**config.mk**
```make
export PLATFORM = sky130hd
export DESIGN_NAME = multicycle_mem_control_unit
export DESIGN_NICKNAME = d
export VERILOG_FILES = /design/src/rtl/multicycle_mem_control_unit.sv
export SDC_FILE = /design/constraint.sdc
export NUM_CORES = 1
export LEC_CHECK = 0
export BUFFER_PORTS_ARGS = -buffer_cell sky130_fd_sc_hd__buf_4
export CAP_MARGIN = 20
export CORE_AREA = 5 5 56 58
export CTS_CLUSTER_DIAMETER = 100
export DETAILED_ROUTE_END_ITERATION = 10
export DIE_AREA = 0 0 61 63
export PLACE_DENSITY = 0.69
export SLEW_MARGIN = 20
export SYNTH_ARGS = -nofsm -noshare
export SYNTH_HDL_FRONTEND = slang
export SYNTH_SLANG_ARGS = --single-unit
```
**constraint.sdc**
```tcl
create_clock -name clk -period 4 [get_ports clk]
set_input_delay 0.6 -clock clk [delete_from_list [all_inputs] [get_ports clk]]
set_output_delay 0.6 -clock clk [all_outputs]
set_load 0.03 [all_outputs]
```
**src/rtl/multicycle_mem_control_unit.sv**
```systemverilog
// multicycle_mem_control_unit: FETCH/DECODE/EXEC/MEM/WB sequencer with ready-handshake memory, sized accesses, wait timeout; define UNALIGNED_TRAP_EN to trap misaligned accesses
module multicycle_mem_control_unit #(
  parameter int OPCODE_W = 6,
  parameter int WAIT_MAX = 15,
  parameter int CNT_W    = (WAIT_MAX > 0) ? $clog2(WAIT_MAX + 1) : 1
) (
  input  logic                clk,
  input  logic                reset,
  input  logic [OPCODE_W-1:0] opcode,
  input  logic                mem_ready,
  input  logic [1:0]          addr_lo,
  output logic                pc_write,
  output logic                ir_write,
  output logic                reg_write,
  output logic                alu_src,
  output logic [1:0]          mem_to_reg,
  output logic                mem_read,
  output logic                mem_write,
  output logic [1:0]          mem_size,
  output logic                load_signed,
  output logic [2:0]          state,
  output logic                illegal_op,
  output logic                timeout,
  output logic                trap
);
  typedef enum logic [2:0] {
    S_FETCH  = 3'd0,
    S_DECODE = 3'd1,
    S_EXEC   = 3'd2,
    S_MEM    = 3'd3,
    S_WB     = 3'd4,
    S_TRAP   = 3'd5
  } state_t;
  localparam logic [OPCODE_W-1:0] OP_R   = OPCODE_W'(6'h00);
  localparam logic [OPCODE_W-1:0] OP_LUI = OPCODE_W'(6'h0F);
  localparam logic [OPCODE_W-1:0] OP_LB  = OPCODE_W'(6'h20);
  localparam logic [OPCODE_W-1:0] OP_LH  = OPCODE_W'(6'h21);
  localparam logic [OPCODE_W-1:0] OP_LW  = OPCODE_W'(6'h23);
  localparam logic [OPCODE_W-1:0] OP_LBU = OPCODE_W'(6'h24);
  localparam logic [OPCODE_W-1:0] OP_LHU = OPCODE_W'(6'h25);
  localparam logic [OPCODE_W-1:0] OP_SB  = OPCODE_W'(6'h28);
  localparam logic [OPCODE_W-1:0] OP_SH  = OPCODE_W'(6'h29);
  localparam logic [OPCODE_W-1:0] OP_SW  = OPCODE_W'(6'h2B);
  state_t              state_q, state_d;
  logic [OPCODE_W-1:0] op_q, op_d;
  logic [CNT_W-1:0]    cnt_q, cnt_d;
  logic                legal, is_r, is_lui, is_load, is_store, is_signed, wait_hit, misaligned, trap_en;
  logic [1:0]          mem_sz;
  assign legal     = opcode inside {OP_R, OP_LUI, OP_LB, OP_LH, OP_LW, OP_LBU, OP_LHU, OP_SB, OP_SH, OP_SW};
  assign is_r      = op_q == OP_R;
  assign is_lui    = op_q == OP_LUI;
  assign is_load   = op_q inside {OP_LB, OP_LH, OP_LW, OP_LBU, OP_LHU};
  assign is_store  = op_q inside {OP_SB, OP_SH, OP_SW};
  assign is_signed = op_q inside {OP_LB, OP_LH};
  assign mem_sz    = (op_q inside {OP_LH, OP_LHU, OP_SH}) ? 2'b01 : (op_q inside {OP_LW, OP_SW}) ? 2'b10 : 2'b00;
  assign wait_hit  = (WAIT_MAX > 0) && (cnt_q == CNT_W'(WAIT_MAX)) && !mem_ready;
`ifdef UNALIGNED_TRAP_EN
  assign trap_en    = 1'b1;
  assign misaligned = (mem_sz == 2'b01 && addr_lo[0]) || (mem_sz == 2'b10 && addr_lo != 2'b00);
`else
  logic unused_addr;
  assign unused_addr = ^addr_lo;
  assign trap_en     = 1'b0;
  assign misaligned  = 1'b0;
`endif
  // Next state, latched opcode and wait counter; the counter only runs while waiting in FETCH/MEM
  always_comb begin
    state_d = state_q;
    op_d    = op_q;
    cnt_d   = '0;
    case (state_q)
      S_FETCH:  if (mem_ready) state_d = S_DECODE;
                else if (!wait_hit) cnt_d = cnt_q + CNT_W'(1);
      S_DECODE: begin
        op_d    = opcode;
        state_d = legal ? S_EXEC : S_FETCH;
      end
      S_EXEC:   state_d = (is_load || is_store) ? (misaligned ? S_TRAP : S_MEM) : S_WB;
      S_MEM:    if (mem_ready) state_d = is_load ? S_WB : S_FETCH;
                else if (wait_hit) state_d = S_FETCH;
                else cnt_d = cnt_q + CNT_W'(1);
      S_WB:     state_d = S_FETCH;
      S_TRAP:   state_d = S_TRAP;
      default:  state_d = S_FETCH;
    endcase
  end
  // State registers; reset abandons any in-flight access
  always_ff @(posedge clk or posedge reset) begin
    if (reset) begin
      state_q <= S_FETCH;
      op_q    <= '0;
      cnt_q   <= '0;
    end else begin
      state_q <= state_d;
      op_q    <= op_d;
      cnt_q   <= cnt_d;
    end
  end
  // Strobes decoded from state and latched opcode, forced low while reset is held
  always_comb begin
    pc_write    = 1'b0;
    ir_write    = 1'b0;
    reg_write   = 1'b0;
    alu_src     = 1'b0;
    mem_to_reg  = 2'b00;
    mem_read    = 1'b0;
    mem_write   = 1'b0;
    mem_size    = 2'b00;
    load_signed = 1'b0;
    illegal_op  = 1'b0;
    timeout     = 1'b0;
    trap        = 1'b0;
    state       = reset ? 3'd0 : state_q;
    if (!reset) begin
      case (state_q)
        S_FETCH: begin
          mem_read = 1'b1;
          mem_size = 2'b10;
          ir_write = mem_ready;
          pc_write = mem_ready;
          timeout  = wait_hit;
        end
        S_DECODE: illegal_op = !legal;
        S_EXEC:   alu_src = !is_r;
        S_MEM: begin
          mem_read    = is_load;
          mem_write   = is_store;
          mem_size    = mem_sz;
          load_signed = is_signed;
          timeout     = wait_hit;
        end
        S_WB: begin
          reg_write  = 1'b1;
          mem_to_reg = is_load ? 2'b01 : is_lui ? 2'b10 : 2'b00;
        end
        S_TRAP:  trap = trap_en;
        default: ;
      endcase
    end
  end
endmodule
```
==> impl_metrics.prom <==
# TYPE chip_impl_metric gauge
chip_impl_info{name="run_status",value="completed"} 1
chip_impl_info{name="dominant_combinational_cell_family_by_area_after_synthesis",value="simple AND/OR/NAND/NOR gates"} 1
chip_impl_metric{name="muxShareOfSynthArea",unit="%"} 6.50
chip_impl_metric{name="numCtsBuffers",unit=""} 3
chip_impl_metric{name="drc",unit=""} 0
chip_impl_metric{name="global_route_wire_length_before_repair",unit="um"} 3390
chip_impl_metric{name="seq_area_frac_synth",unit="%"} 37.6
chip_impl_metric{name="grt_overflow_total",unit=""} 0
chip_impl_metric{name="final_layout_size_suffix_gt1_share",unit="%"} 33.9
chip_impl_metric{name="detailroute.via_count",unit=""} 778
chip_impl_info{name="startpoint_type",value="register"} 1
chip_impl_metric{name="postLayoutCoreUtil",unit="%"} 40.9
chip_impl_metric{name="clkLatencyLatePin",unit="ps"} 270
chip_impl_metric{name="post-dp-hpwl",unit="um"} 1570
chip_impl_metric{name="post_synth_and_or_nand_nor_area_fraction",unit="%"} 31.1
chip_impl_metric{name="die_h",unit="um"} 63
chip_impl_info{name="synth.largest_area_cell",value="sky130_fd_sc_hd__dfrtp_1"} 1
chip_impl_metric{name="final_nets",unit=""} 131
chip_impl_metric{name="yosysTopAreaCellShare",unit="%"} 37.6
chip_impl_metric{name="finalCritPeriodShare",unit="%"} 61.9
chip_impl_metric{name="max-slew-margin-rel",unit="%"} 61.5
chip_impl_metric{name="via_count_of_the_first_global_routing_pass",unit=""} 778
chip_impl_metric{name="routed_wirelength",unit="um"} 1960
chip_impl_metric{name="htree_num_levels",unit=""} 1
chip_impl_metric{name="chipWidth",unit="um"} 61
chip_impl_metric{name="cp.arrival",unit="ps"} 1870
chip_impl_metric{name="maxCapViolCount",unit=""} 0
chip_impl_info{name="yosys-top-cells-area",value="sky130_fd_sc_hd__dfrtp_1, sky130_fd_sc_hd__mux2_2, sky130_fd_sc_hd__nor3_1"} 1
chip_impl_info{name="min-delay-path-class",value="input pin to async pin"} 1
chip_impl_metric{name="synthesis.area",unit="um^2"} 866
chip_impl_metric{name="routed_wire_length_per_instance",unit="um"} 13.2
chip_impl_metric{name="syn_area_per_cell",unit="um^2"} 9.11
chip_impl_metric{name="core.rowCount",unit=""} 19
chip_impl_info{name="most_common_cell_after_layout_fill_and_taps_aside",value="sky130_fd_sc_hd__buf_4"} 1
chip_impl_metric{name="floorplan.core_area",unit="um^2"} 2620
chip_impl_metric{name="hold_viol",unit=""} 0
chip_impl_metric{name="netSwitchingFraction",unit="%"} 44.9
chip_impl_metric{name="power.net_switching",unit="uW"} 289
chip_impl_metric{name="synth-warning-count",unit=""} 0
chip_impl_metric{name="die_area",unit="um^2"} 3840
chip_impl_metric{name="clk_pin_slew_worst_paths",unit="ps"} 80
chip_impl_metric{name="critical_path.max_fanout",unit=""} 11
chip_impl_metric{name="setup_total_negative_slack",unit="ps"} 0
chip_impl_metric{name="timing.final.crit_period",unit="ps"} 2470
chip_impl_info{name="synth_flop_cell",value="sky130_fd_sc_hd__dfrtp_1"} 1
chip_impl_metric{name="io_buffers",unit=""} 24
chip_impl_metric{name="intPower",unit="uW"} 354
chip_impl_metric{name="fin_worst_skew",unit="ps"} 2.79
chip_impl_info{name="clockRootBuffer",value="sky130_fd_sc_hd__clkbuf_4"} 1
chip_impl_info{name="worst-setup-path-type",value="register to output port"} 1
chip_impl_metric{name="worst_pin_slew",unit="ps"} 572
chip_impl_info{name="rsz_0062_raised_after_global_routing",value="false"} 1
chip_impl_metric{name="io-pin-count",unit=""} 28
chip_impl_metric{name="dr.first_iter.drc_count",unit=""} 19
chip_impl_metric{name="start_util",unit="%"} 33.1
chip_impl_metric{name="synth_compound_area_share",unit="%"} 14.3
chip_impl_metric{name="antenna_violating_nets_post_route",unit=""} 0
chip_impl_metric{name="finalSetupViolations",unit=""} 0
chip_impl_info{name="commonest_cells_after_routing_fill_and_taps_aside",value="sky130_fd_sc_hd__buf_4, sky130_fd_sc_hd__dfrtp_1, sky130_fd_sc_hd__nor2_1, sky130_fd_sc_hd__nor3_1, sky130_fd_sc_hd__nand2_1"} 1
chip_impl_metric{name="post_cts_resized",unit=""} 0
chip_impl_metric{name="async_reset_ff_share",unit="%"} 100
chip_impl_metric{name="cts_buffer_depth",unit=""} 2
chip_impl_metric{name="grt_start_max_net_pins",unit=""} 15
chip_impl_metric{name="synthToLayoutAreaGrowth",unit="%"} 23.4
chip_impl_metric{name="worstPathRequired",unit="ps"} 3400
chip_impl_metric{name="maximum_vdd_drop",unit="mV"} 0.334
chip_impl_metric{name="antenna_found_initial",unit=""} 0
chip_impl_metric{name="fmax",unit="MHz"} 404
chip_impl_metric{name="cts_post_setup_buffers_inserted",unit=""} 0
chip_impl_info{name="clock_tree_from_tritoncts",value="yes"} 1
chip_impl_metric{name="p_leak",unit="uW"} 0.000478
chip_impl_metric{name="report.final.slew_viol_count",unit=""} 0
chip_impl_metric{name="route.detailed.vias_per_inst",unit=""} 5.22
chip_impl_metric{name="gp_congestion",unit=""} 0.784
chip_impl_metric{name="diodes",unit=""} 0
chip_impl_info{name="timing.critical_path.cells",value="nor2_1 > and2_1 > nor4b_1 > and3_1 > buf_4"} 1
chip_impl_metric{name="powerDensity",unit="nW/um^2"} 601
chip_impl_metric{name="drtPass1Iterations",unit=""} 4
chip_impl_metric{name="synthCells",unit=""} 95
chip_impl_metric{name="tritoncts_num_sinks",unit=""} 13
chip_impl_metric{name="post_synth_fa_ha_maj_area_fraction",unit="%"} 1.45
chip_impl_metric{name="power.combinational.fraction",unit="%"} 45.8
chip_impl_metric{name="synth.distinct_cells",unit=""} 39
chip_impl_metric{name="pwr-share-seq",unit="%"} 41.6
chip_impl_metric{name="timing.critical_path.slowest_cell_delay",unit="ps"} 510
chip_impl_info{name="endpoint_kind",value="output port"} 1
chip_impl_metric{name="p_clk_share",unit="%"} 12.5
chip_impl_metric{name="synth_enable_flop_cells",unit=""} 0
chip_impl_metric{name="track_usage",unit="%"} 11.2
chip_impl_metric{name="ys_seq_elements",unit=""} 13
chip_impl_metric{name="synthesis.nets",unit=""} 107
chip_impl_info{name="crit_path_top_delay_cell",value="sky130_fd_sc_hd__dfrtp_1"} 1
chip_impl_metric{name="holdBufCountCts",unit=""} 0
chip_impl_metric{name="yosys.area_share.xor_xnor",unit="%"} 2.02
-- cell families (layout without fill, tap and decap cells) --
kind of cell | Yosys count | after routing
XOR/XNOR | 2 | 2
other | 1 | 1
flip-flops | 13 | 13
AND/OR/NAND/NOR | 46 | 46
multiplexers | 5 | 5
buffers and inverters | 9 | 32
adder cells (fa/ha/maj) | 1 | 1
AO/OA/AOI/OAI | 18 | 18
-- area by class of cell --
type	count	area [um^2]
repair buffers	24	180
well taps	31	38.8
clock buffers	4	26.3
inverters	4	15.0
fillers	272	1550
flip-flops and latches	13	325
multi-input cells	73	483
-- Yosys cell counts, types with 3 or more instances --
library cell and n:
sky130_fd_sc_hd__inv_1 3, sky130_fd_sc_hd__a21oi_1 3, sky130_fd_sc_hd__nand2_1 6, sky130_fd_sc_hd__nor3_1 7, sky130_fd_sc_hd__nor2b_1 4, sky130_fd_sc_hd__dfrtp_1 13, sky130_fd_sc_hd__mux2_2 5, sky130_fd_sc_hd__nand3_1 3
sky130_fd_sc_hd__o21ai_0 4, sky130_fd_sc_hd__and3_1 3, sky130_fd_sc_hd__nor2_1 8
-- worst max-delay path, delay by kind of cell (launching register included) --
kind / cells / cell delay, ps
buf+inv: 1 / 150
simple gates: 4 / 940
flops: 1 / 510
-- flip-flops by register name, indices dropped and copies added, names as in the netlist --
name     flops
cnt_q        4
op_q         6
state_q      3
-- metrics by stage --
stage / cell area [um^2] / hold WS [ps] / total power (uW) / setup WS [ps] / instances
2_1_floorplan: 866 / 443 / 489 / 1020 / 95
3_3_place_gp: 1040 / 457 / 556 / 1710 / 145
3_5_place_dp: 1040 / 465 / 566 / 1680 / 145
4_1_cts: 1070 / 417 / 647 / 1500 / 149
5_1_grt: 1070 / 438 / 692 / 1350 / 149
6_report: 1070 / 401 / 643 / 1530 / 149
-- final timing paths --
path / from / end / slack, ps / depth (start not counted)
max: state_q[1] / mem_to_reg[1] / 1530 / 5
min: reset / state_q[2] / 400 / 2
max reg2reg: state_q[1] / cnt_q[3] / 2490 / 3
min reg2reg: cnt_q[0] / cnt_q[0] / 480 / 1
max in group asynchronous: reset / cnt_q[1] / 3250 / 2
min in group clk: cnt_q[0] / cnt_q[0] / 480 / 1
-- power by group through the flow --
stage / Sequential [uW] / Combinational [uW] / Clock (uW)
after floorplan: 228 / 261 / 0
after global placement: 265 / 291 / 0
after detailed placement: 267 / 299 / 0
after CTS: 266 / 299 / 83.2
after global routing: 280 / 322 / 89.2
final: 267 / 295 / 80.5
-- layer usage --
| metal | GRT usage, % | vias up | wire (um) |
|---|---|---|---|
| li1 | - | 383 | - |
| met1 | 13.6 | 373 | 870 |
| met2 | 18.9 | 20 | 963 |
| met3 | 3.72 | 2 | 115 |
| met4 | 2.44 | 0 | 11 |
| met5 | 0 | - | 0 |
Note: power is estimated with default switching activity, not from simulation.
